### config.mk
export PLATFORM = sky130hd
export DESIGN_NAME = alu_status_register
export DESIGN_NICKNAME = d
export VERILOG_FILES = /design/src/rtl/alu_status_register.sv
export SDC_FILE = /design/constraint.sdc
export NUM_CORES = 1
export LEC_CHECK = 0
export CAP_MARGIN = 20
export CORE_ASPECT_RATIO = 1.2
export CORE_MARGIN = 2
export CORE_UTILIZATION = 46
export DETAILED_ROUTE_END_ITERATION = 6
export PLACE_DENSITY = 0.82
export SYNTH_ARGS = -nofsm -noshare
export SYNTH_HDL_FRONTEND = slang
export SYNTH_SLANG_ARGS = --single-unit
### constraint.sdc
create_clock -name clk -period 4.1 [get_ports clk]
set_input_delay 0.615 -clock clk [delete_from_list [all_inputs] [get_ports clk]]
set_output_delay 0.615 -clock clk [all_outputs]
set_load 0.01 [all_outputs]
### src/rtl/alu_status_register.sv
// ALU status register: holds the N/Z/C/V condition flags written by the ALU,
// keeps a sticky overflow bit with a saturating overflow event counter, pulses
// upd_valid the cycle after the flags change, and evaluates a condition code
// against the registered flags.
module alu_status_register #(
    parameter int CNT_WIDTH = 8
) (
    input  logic                 clk,
    input  logic                 rst,
    input  logic                 flag_valid,
    input  logic                 set_flags,
    input  logic [3:0]           ALUControl,
    input  logic                 n_in,
    input  logic                 z_in,
    input  logic                 c_in,
    input  logic                 v_in,
    input  logic                 clr_sticky,
    input  logic [3:0]           cond,
    output logic                 n,
    output logic                 z,
    output logic                 c,
    output logic                 v,
    output logic                 v_sticky,
    output logic [CNT_WIDTH-1:0] ovf_count,
    output logic                 upd_valid,
    output logic                 cond_pass
);

    typedef enum logic {
        IDLE,
        UPDATED
    } state_t;

    localparam logic [CNT_WIDTH-1:0] CNT_MAX = {CNT_WIDTH{1'b1}};
    localparam logic [CNT_WIDTH-1:0] CNT_ONE = CNT_WIDTH'(1);

    state_t state;
    logic   commit;
    logic   is_arith;
    logic   ovf_event;

    // Decode the commit strobe and whether this op is an add/subtract.
    always_comb begin
        // NOTE: default first so every path assigns is_arith; no latch is inferred.
        is_arith = 1'b0;
        // An unknown opcode matches no item and falls to the non-arithmetic default.
        case (ALUControl)
            4'b1000: is_arith = 1'b1;
            4'b1001: is_arith = 1'b1;
            default: is_arith = 1'b0;
        endcase
        commit    = flag_valid & set_flags;
        ovf_event = commit & is_arith & v_in;
    end

    // Flag register: arithmetic ops write all four flags, others only N and Z.
    always_ff @(posedge clk) begin
        // NOTE: non-blocking assignments so every flop samples pre-edge values.
        if (rst) begin
            n <= 1'b0;
            z <= 1'b0;
            c <= 1'b0;
            v <= 1'b0;
        end else if (commit) begin
            n <= n_in;
            z <= z_in;
            if (is_arith) begin
                c <= c_in;
                v <= v_in;
            end
        end
    end

    // Sticky overflow and saturating counter; a new overflow beats a clear.
    always_ff @(posedge clk) begin
        if (rst) begin
            v_sticky  <= 1'b0;
            ovf_count <= '0;
        end else if (ovf_event) begin
            v_sticky <= 1'b1;
            if (clr_sticky) begin
                ovf_count <= CNT_ONE;
            end else if (ovf_count != CNT_MAX) begin
                ovf_count <= ovf_count + CNT_ONE;
            end
        end else if (clr_sticky) begin
            v_sticky  <= 1'b0;
            ovf_count <= '0;
        end
    end

    // Update FSM: UPDATED for the cycle following each commit, IDLE otherwise.
    always_ff @(posedge clk) begin
        if (rst) begin
            state     <= IDLE;
            upd_valid <= 1'b0;
        end else begin
            case (state)
                IDLE: begin
                    if (commit) begin
                        state     <= UPDATED;
                        upd_valid <= 1'b1;
                    end
                end
                UPDATED: begin
                    if (!commit) begin
                        state     <= IDLE;
                        upd_valid <= 1'b0;
                    end
                end
                default: begin
                    state     <= IDLE;
                    upd_valid <= 1'b0;
                end
            endcase
        end
    end

    // Condition evaluation from registered flags only; no input bypass.
    always_comb begin
        cond_pass = 1'b0;
        case (cond)
            4'b0000: cond_pass = z;
            4'b0001: cond_pass = ~z;
            4'b0010: cond_pass = c;
            4'b0011: cond_pass = ~c;
            4'b0100: cond_pass = n;
            4'b0101: cond_pass = ~n;
            4'b0110: cond_pass = v;
            4'b0111: cond_pass = ~v;
            4'b1000: cond_pass = c & ~z;
            4'b1001: cond_pass = ~c | z;
            4'b1010: cond_pass = (n == v);
            4'b1011: cond_pass = (n != v);
            4'b1100: cond_pass = ~z & (n == v);
            4'b1101: cond_pass = z | (n != v);
            4'b1110: cond_pass = 1'b1;
            default: cond_pass = 1'b0;
        endcase
    end

endmodule

# Word-level counts from Yosys, hierarchy flattened
# Index checks and enable logic that the tools add are counted.
dict set report word_totals {
  register_bits 15
  output_inout_bits 15
}
dict set report classes {
  n_addsub 1
  n_eq_ne 21
  n_mux 12
  bitwise_logic 12
  n_reduce_logical 7
}
# cell n
set ops {}
lappend ops {{equality test 4 bit, second input constant} 9}
lappend ops {{2-to-1 mux 8 bit} 4}
lappend ops {{equality test 4 x 3 -> 1 bit, second input constant} 4}
lappend ops {{case mux 1 bit (15 select lines)} 1}
lappend ops {{adder 8 x 1 -> 8 bit, second input constant} 1}
lappend ops {{equality test 4 x 2 -> 1 bit, second input constant} 2}
lappend ops {{!= test 8 bit, second input constant} 1}
lappend ops {{2-to-1 mux 1 bit} 6}
lappend ops {{AND reduction 2 bit} 3}
lappend ops {{bitwise AND 1 bit} 5}
lappend ops {{inverter 1 bit} 5}
lappend ops {{equality test 4 x 1 -> 1 bit, second input constant} 1}
lappend ops {{zero test 4 bit} 1}
lappend ops {{!= test 2 bit, second input constant} 2}
lappend ops {{nonzero test 2 bit} 2}
lappend ops {{bitwise OR 1 bit} 2}
lappend ops {{case mux 1 bit (2 select lines)} 1}
lappend ops {{OR reduction 2 bit} 1}
lappend ops {{equality test 1 bit} 1}
lappend ops {{!= test 1 bit} 1}

# Longest topological paths before layout
dict set report logic_depth {
  word_depth 7
  ltp_mapped 5
  ltp_nobuf 5
}

# Least setup slack after synthesis
# No wires, ideal clock.
dict set report synth_timing {
  kind {in2out}
  from {in cond[0]}
  to {out cond_pass}
  arrival_ns 1.663
  path_slack_ns 1.822
  cell_stages 5
  n_path_buf 1
  cell_sequence {clkbuf_1 -> nor4bb_1 -> o31ai_1 -> nand3_1 -> a221o_1}
}
dict set report synth_between {
  elab_chain_len 2
  elab_cells_between_ends 16
  cone_classes {14 x eq/ne; 1 x mux; 1 x reduce/logical}
}
# item line_no
set synth_rtl {}
lappend synth_rtl {{from (decl)} 18} ;# input logic [3:0] cond,
lappend synth_rtl {{equality test 4 bit, or another cell as far along} 122} ;# case (cond)
lappend synth_rtl {{case mux 1 bit (15 select lines) *} 122}
lappend synth_rtl {{to (decl)} 26} ;# output logic cond_pass
# Every way passes the cells marked *; elsewhere a longest branch is shown, timed or not.

# Worst setup path in the final report
# Ends and elaborated chain as after synthesis.

==> metrics.yaml <==
detailed_routing:
  drc: 0
  ant_nets: 0
  wl_um: 2210
  vias: 948
  dr.first_iter.drc_count: 27
  firstDrtPassIters: 4
  wl_per_cell_um: 14.1
  via_per_inst: 6.04
finish:
  drive_gt1_share_pct: 4.35
  final_area_um2: 1210
  area_growth_pct: 39.5
  n_antenna_cell: 0
  multi_input_comb_area_um2: 553
  ff_latch_area_um2: 300
  nNetsFinal: 157
  fillers: 157
floorplanning:
  start_util_pct: 48.0
  row_count: 17
  dieWidth_um: 43.7
  design.core.area_um2: 1810
  io_pins: 32
  die-area_um2: 2250
  dieHeight_um: 51.6
pwr:
  clockPowerShare_pct: 29.0
  switching_share_pct: 23.7
  p_int_uw: 214
  power_switching_uw: 66.3
  max-vdd-ir-drop_mv: 0.177
  static-leakage-power_nw: 0.425
  p_comb_share_pct: 17.2
  power_density_nw_per_um2: 231
  pwr-share-seq_pct: 53.7
worst_setup_path:
  critPathRequiredTime_ps: 3480
  path_cells: "clkdlybuf4s50_1 > nor4bb_1 > o31ai_1 > nand3_1 > a221o_1 > clkdlybuf4s50_1"
  crit_path_frequent_cell: "clkdlybuf4s50_1"
  start_kind: "input pin"
  critPathCaptureType: "output pin"
  cp_slowest_stage_delay_ps: 570
  r2r_start: "ovf_count[0]"
  cp_slowest_cell: "clkdlybuf4s50_1"
  critical_path_arrival_ps: 2620
  worstSetupPathType: "input pin to output pin"
  crit_path_start: "cond[0]"
  cp_max_fo: 10
timing:
  skew_ps: 3.58
  worstMarginPinSlew_ps: 388
  timing.final.crit_period_ps: 3230
  rsz0062_at_grt: "false"
  fmax_mhz: 309
  slew_viol_final: 0
  fin_crit_sh_pct: 78.8
  finalHoldViolCount: 0
  maxSlewHeadroom_pct: 74.0
  setup_viol: 0
  fin_setup_tns_ps: 0
synth:
  synth_cells: 106
  yosys_warnings: 0
  synth_top_area_share_pct: 34.6
  synth_cell_types: 40
  synth_top_flop_cell: "dfxtp_1"
  synth_common_cells: "dfxtp_1 (15), nand2_1 (10), nand3_1 (8), nor2_1 (8), a21oi_1 (7)"
  synth_area_um2: 868
  synth_async_sr_flop_share_pct: 0
  ys_top_cells_by_area: "dfxtp_1 (35%), nand3_1 (4.6%), nand2_1 (4.3%)"
  syn_avg_cell_area_um2: 8.19
  yosys.area.top_type: "dfxtp_1"
  ys_ff_latch: 15
  synth_nets: 124
  synth-edff-count: 0
  yosysSeqAreaShare_pct: 34.6
  yosysMostFrequentCell: "dfxtp_1"
global_routing:
  grt_pass1_vias: 850
  grt_max_degree: 12
  antenna_found_initial: 0
  grt_pass1_wl_um: 3680
  grtUsageTotal_pct: 20.9
  overflow: 0
outcome:
  outcome: "finished clean"
cts:
  h-tree-depth: 1
  cts_hold_buf: 0
  cts.repair.resized: 0
  numCtsBuffers: 3
  cts_tree: "yes"
  clk_latency_ps: 270
  post-cts-setup-buffer-count: 0
  clock_tree.buffer_depth: 2
  clk_pin_slew_ps: 90
  cts.sinks: 15
  cts_root_buf: "clkbuf_4"
flow_run:
  cap_violations: 0
placement:
  io_buffers: 30
  place_congestion: 0.820
  dpl-instance-area_um2: 1180
  hpwlAfterDp_um: 1660
min_path:
  hold_path.class: "register to register"
  hp-start: "v_sticky"
-- final timing paths --
check,slack (ps),depth (start not counted),end
setup reg to reg,2460,4,ovf_count[6]
hold reg to reg,490,2,v_sticky
setup / recovery,870,6,cond_pass
hold / removal,490,2,v_sticky
-- registers in the layout, indices dropped and copies added, names as in the netlist --
signal and cells:
v_sticky 1, c 1, state 1, v 1
z 1, upd_valid 1, ovf_count 8, n 1
-- per-stage QoR --
step | hold WS [ps] | worst slack, ps | total power [mW] | utilization [%] | std cells
3_5_place_dp | 481 | 881 | 0.202 | 65.5 | 153
3_3_place_gp | 459 | 906 | 0.201 | 65.5 | 153
2_1_floorplan | 484 | 1820 | 0.174 | - | 106
5_1_grt | 520 | 772 | 0.294 | 67.0 | 157
4_1_cts | 493 | 879 | 0.282 | 67.0 | 157
6_report | 490 | 868 | 0.280 | 67.0 | 157
-- area by class of cell --
type,count,share of cell area (%)
clock buffer,4,2.17
inverter,2,0.620
multi-input combinational,87,45.7
sequential,15,24.8
tap,19,1.96
timing repair buffer,30,24.8
-- cell usage in the layout (no fill, tap or decap), drive strengths merged, types with 2 or more instances in the layout --
cell type and n:
mux2i 3, nor3b 4, nor2b 3, inv 2, nand4 2, nand2b 2, xnor2 2, or3 3
o31ai 4, a211oi 2, a21oi 7, nand2 10, o211ai 2, nand3 8, nor3 3, nor2 8
clkbuf 4, dfxtp 15, and3 2, clkdlybuf4s50 30, o21ai 3
-- critical path: cells and delay by family --
kind | cells | cell delay (ps)
compound gates | 2 | 620
buf+inv | 2 | 1040
simple gates | 2 | 330
-- cell families after synthesis --
| group | synth area share [%] |
|---|---|
| AOI/OAI and AO/OA | 19.7 |
| xor gates and xnor gates | 3.03 |
| adders and majority gates | 1.44 |
| buffers and inverters | 1.73 |
| DFF | 34.6 |
| muxes | 3.46 |
| and+or+nand+nor | 36.0 |
-- routing by layer --
layer	wire (um)	GRT usage, %	up-vias
li1	-	-	466
met1	975	26.0	440
met2	1060	36.5	36
met3	148	3.47	6
met4	23	6.06	0
met5	0	0	-
-- power groups by stage --
stage	Combinational, mW	Clock, mW	Sequential [mW]
floorplan	0.0199	0	0.154
global placement	0.0470	0	0.154
detailed placement	0.0480	0	0.154
CTS	0.0482	0.0836	0.150
global route	0.0525	0.0901	0.151
finish	0.0483	0.0812	0.150
Power figures use the tool's default switching activity.
==> RTL change: new RTL, same settings <==
The parameter `CNT_WIDTH` goes from 8 to 12.
--- a/src/rtl/alu_status_register.sv
+++ b/src/rtl/alu_status_register.sv
@@ -3,7 +3,7 @@
 // upd_valid the cycle after the flags change, and evaluates a condition code
 // against the registered flags.
 module alu_status_register #(
-    parameter int CNT_WIDTH = 8
+    parameter int CNT_WIDTH = 12
 ) (
     input  logic                 clk,
     input  logic                 rst,
Ports: changed (resized ovf_count); port bits go from 32 to 36. No check against the original RTL was run, so the function may have changed too.
==> RTL change against the unedited design <==
Cell area increased by 17%; power increased by 17%; synthesized area grew 20%; synthesized cell count rose by 19%; clock power rose by 12%; sequential cell count grew 4; combinational power decreased by 4.8%; wire length is 21% higher; worst setup slack worse by 20 ps; critical path type unchanged; critical endpoint unchanged; largest cell class unchanged.
==> RTL change: results <==
set metrics [dict create \
    syn_nets 144 \
    vdd_drop_max_uv 178.7 \
    status "completed" \
    synthTopCellsByCount "19 x dfxtp_1, 12 x nand2_1, 11 x a21oi_1" \
    arrival_ps 2640 \
    reg2reg_to "ovf_count[0]$_SDFFE_PP0P_" \
    clock_skew_ps 0.9234 \
    reg2reg_from "ovf_count[2]$_SDFFE_PP0P_" \
    yosys-top-cells-area "dfxtp_1 36%, a21oi_1 5.3%, nand3_1 4.3%" \
    clkTransAtPathRegs_ps 110 \
    vias_per_cell 5.873 \
    min-delay-start "upd_valid$_SDFFE_PP0P_" \
    port_buffers 34 \
    ys_types 41 \
    grt_pass1_wl_um 4257 \
    finalCritPeriodShare_pct 79.33 \
    grt_max_degree 13 \
    cellLeakagePower_nw 0.4715 \
    r2r_slack_ps 1970 \
    ys_seq_area_share_pct 36.45 \
    critical_path.max_fanout 6 \
    drive_above_1_share_pct 5.660 \
    hold_end "upd_valid$_SDFFE_PP0P_" \
    min_period_ps 3253 \
    grt_usage_pct 20.83 \
    worst_hold_slack_ps 508.9 \
    nFillCells 189 \
    drt_iter0_markers 14 \
    gp_congestion 0.8078 \
    p_int_uw 249.2 \
    cts_buffer_depth 2 \
]
[RTL change: power groups by stage]
| stage | sequential (mW) | clock, mW | combinational (mW) |
|---|---|---|---|
| 3_3_place_gp | 0.193 | 0 | 0.0447 |
| 2_1_floorplan | 0.194 | 0 | 0.0180 |
| 4_1_cts | 0.189 | 0.0969 | 0.0460 |
| 3_5_place_dp | 0.193 | 0 | 0.0458 |
| 5_1_grt | 0.190 | 0.103 | 0.0500 |
| 6_report | 0.189 | 0.0912 | 0.0460 |
[RTL change: critical path, cell delays in order]
cell and delay (ps):
clkdlybuf4s50_1 590, or3b_2 460, a311o_1 320, o211ai_1 90, clkdlybuf4s50_1 570
[RTL change: layout make-up]
cell class	instances	area [um^2]	area share, %
multi-input combinational	100	628.1	44.19
sequential	19	380.4	26.76
timing repair buffer	34	340.3	23.94
tap	30	37.54	2.641
clock buffer	3	22.52	1.585
inverter	2	7.507	0.5282
clock inverter	1	5.005	0.3521
[RTL change: logic make-up (layout without fill, tap and decap cells)]
group | count (synthesis) | after routing | synth area share [%]
and+or+nand+nor | 59 | 59 | 30.82
AOI/OAI and AO/OA | 32 | 32 | 21.10
DFF | 19 | 19 | 36.45
buffers and inverters | 7 | 40 | 3.357
xor gates and xnor gates | 5 | 5 | 4.197
muxes | 3 | 3 | 2.878
adders and majority gates | 1 | 1 | 1.199
[RTL change: through the flow]
step	setup WS (ps)	total power, mW	util, %	instances	instance area [um^2]
finish	847.5	0.3263	67.86	189	1421
floorplan	1903	0.2118	-	126	1044
detailed placement	843.7	0.2392	66.55	185	1394
global route	768.3	0.3425	67.86	189	1421
global placement	879.6	0.2380	66.55	185	1394
CTS	836.6	0.3322	67.86	189	1421
[RTL change: metal layers]
layer	GRT usage [%]	routed length, um
met1	23.60	1188
met2	37.84	1349
met3	1.948	99
met4	6.746	37
met5	0	0
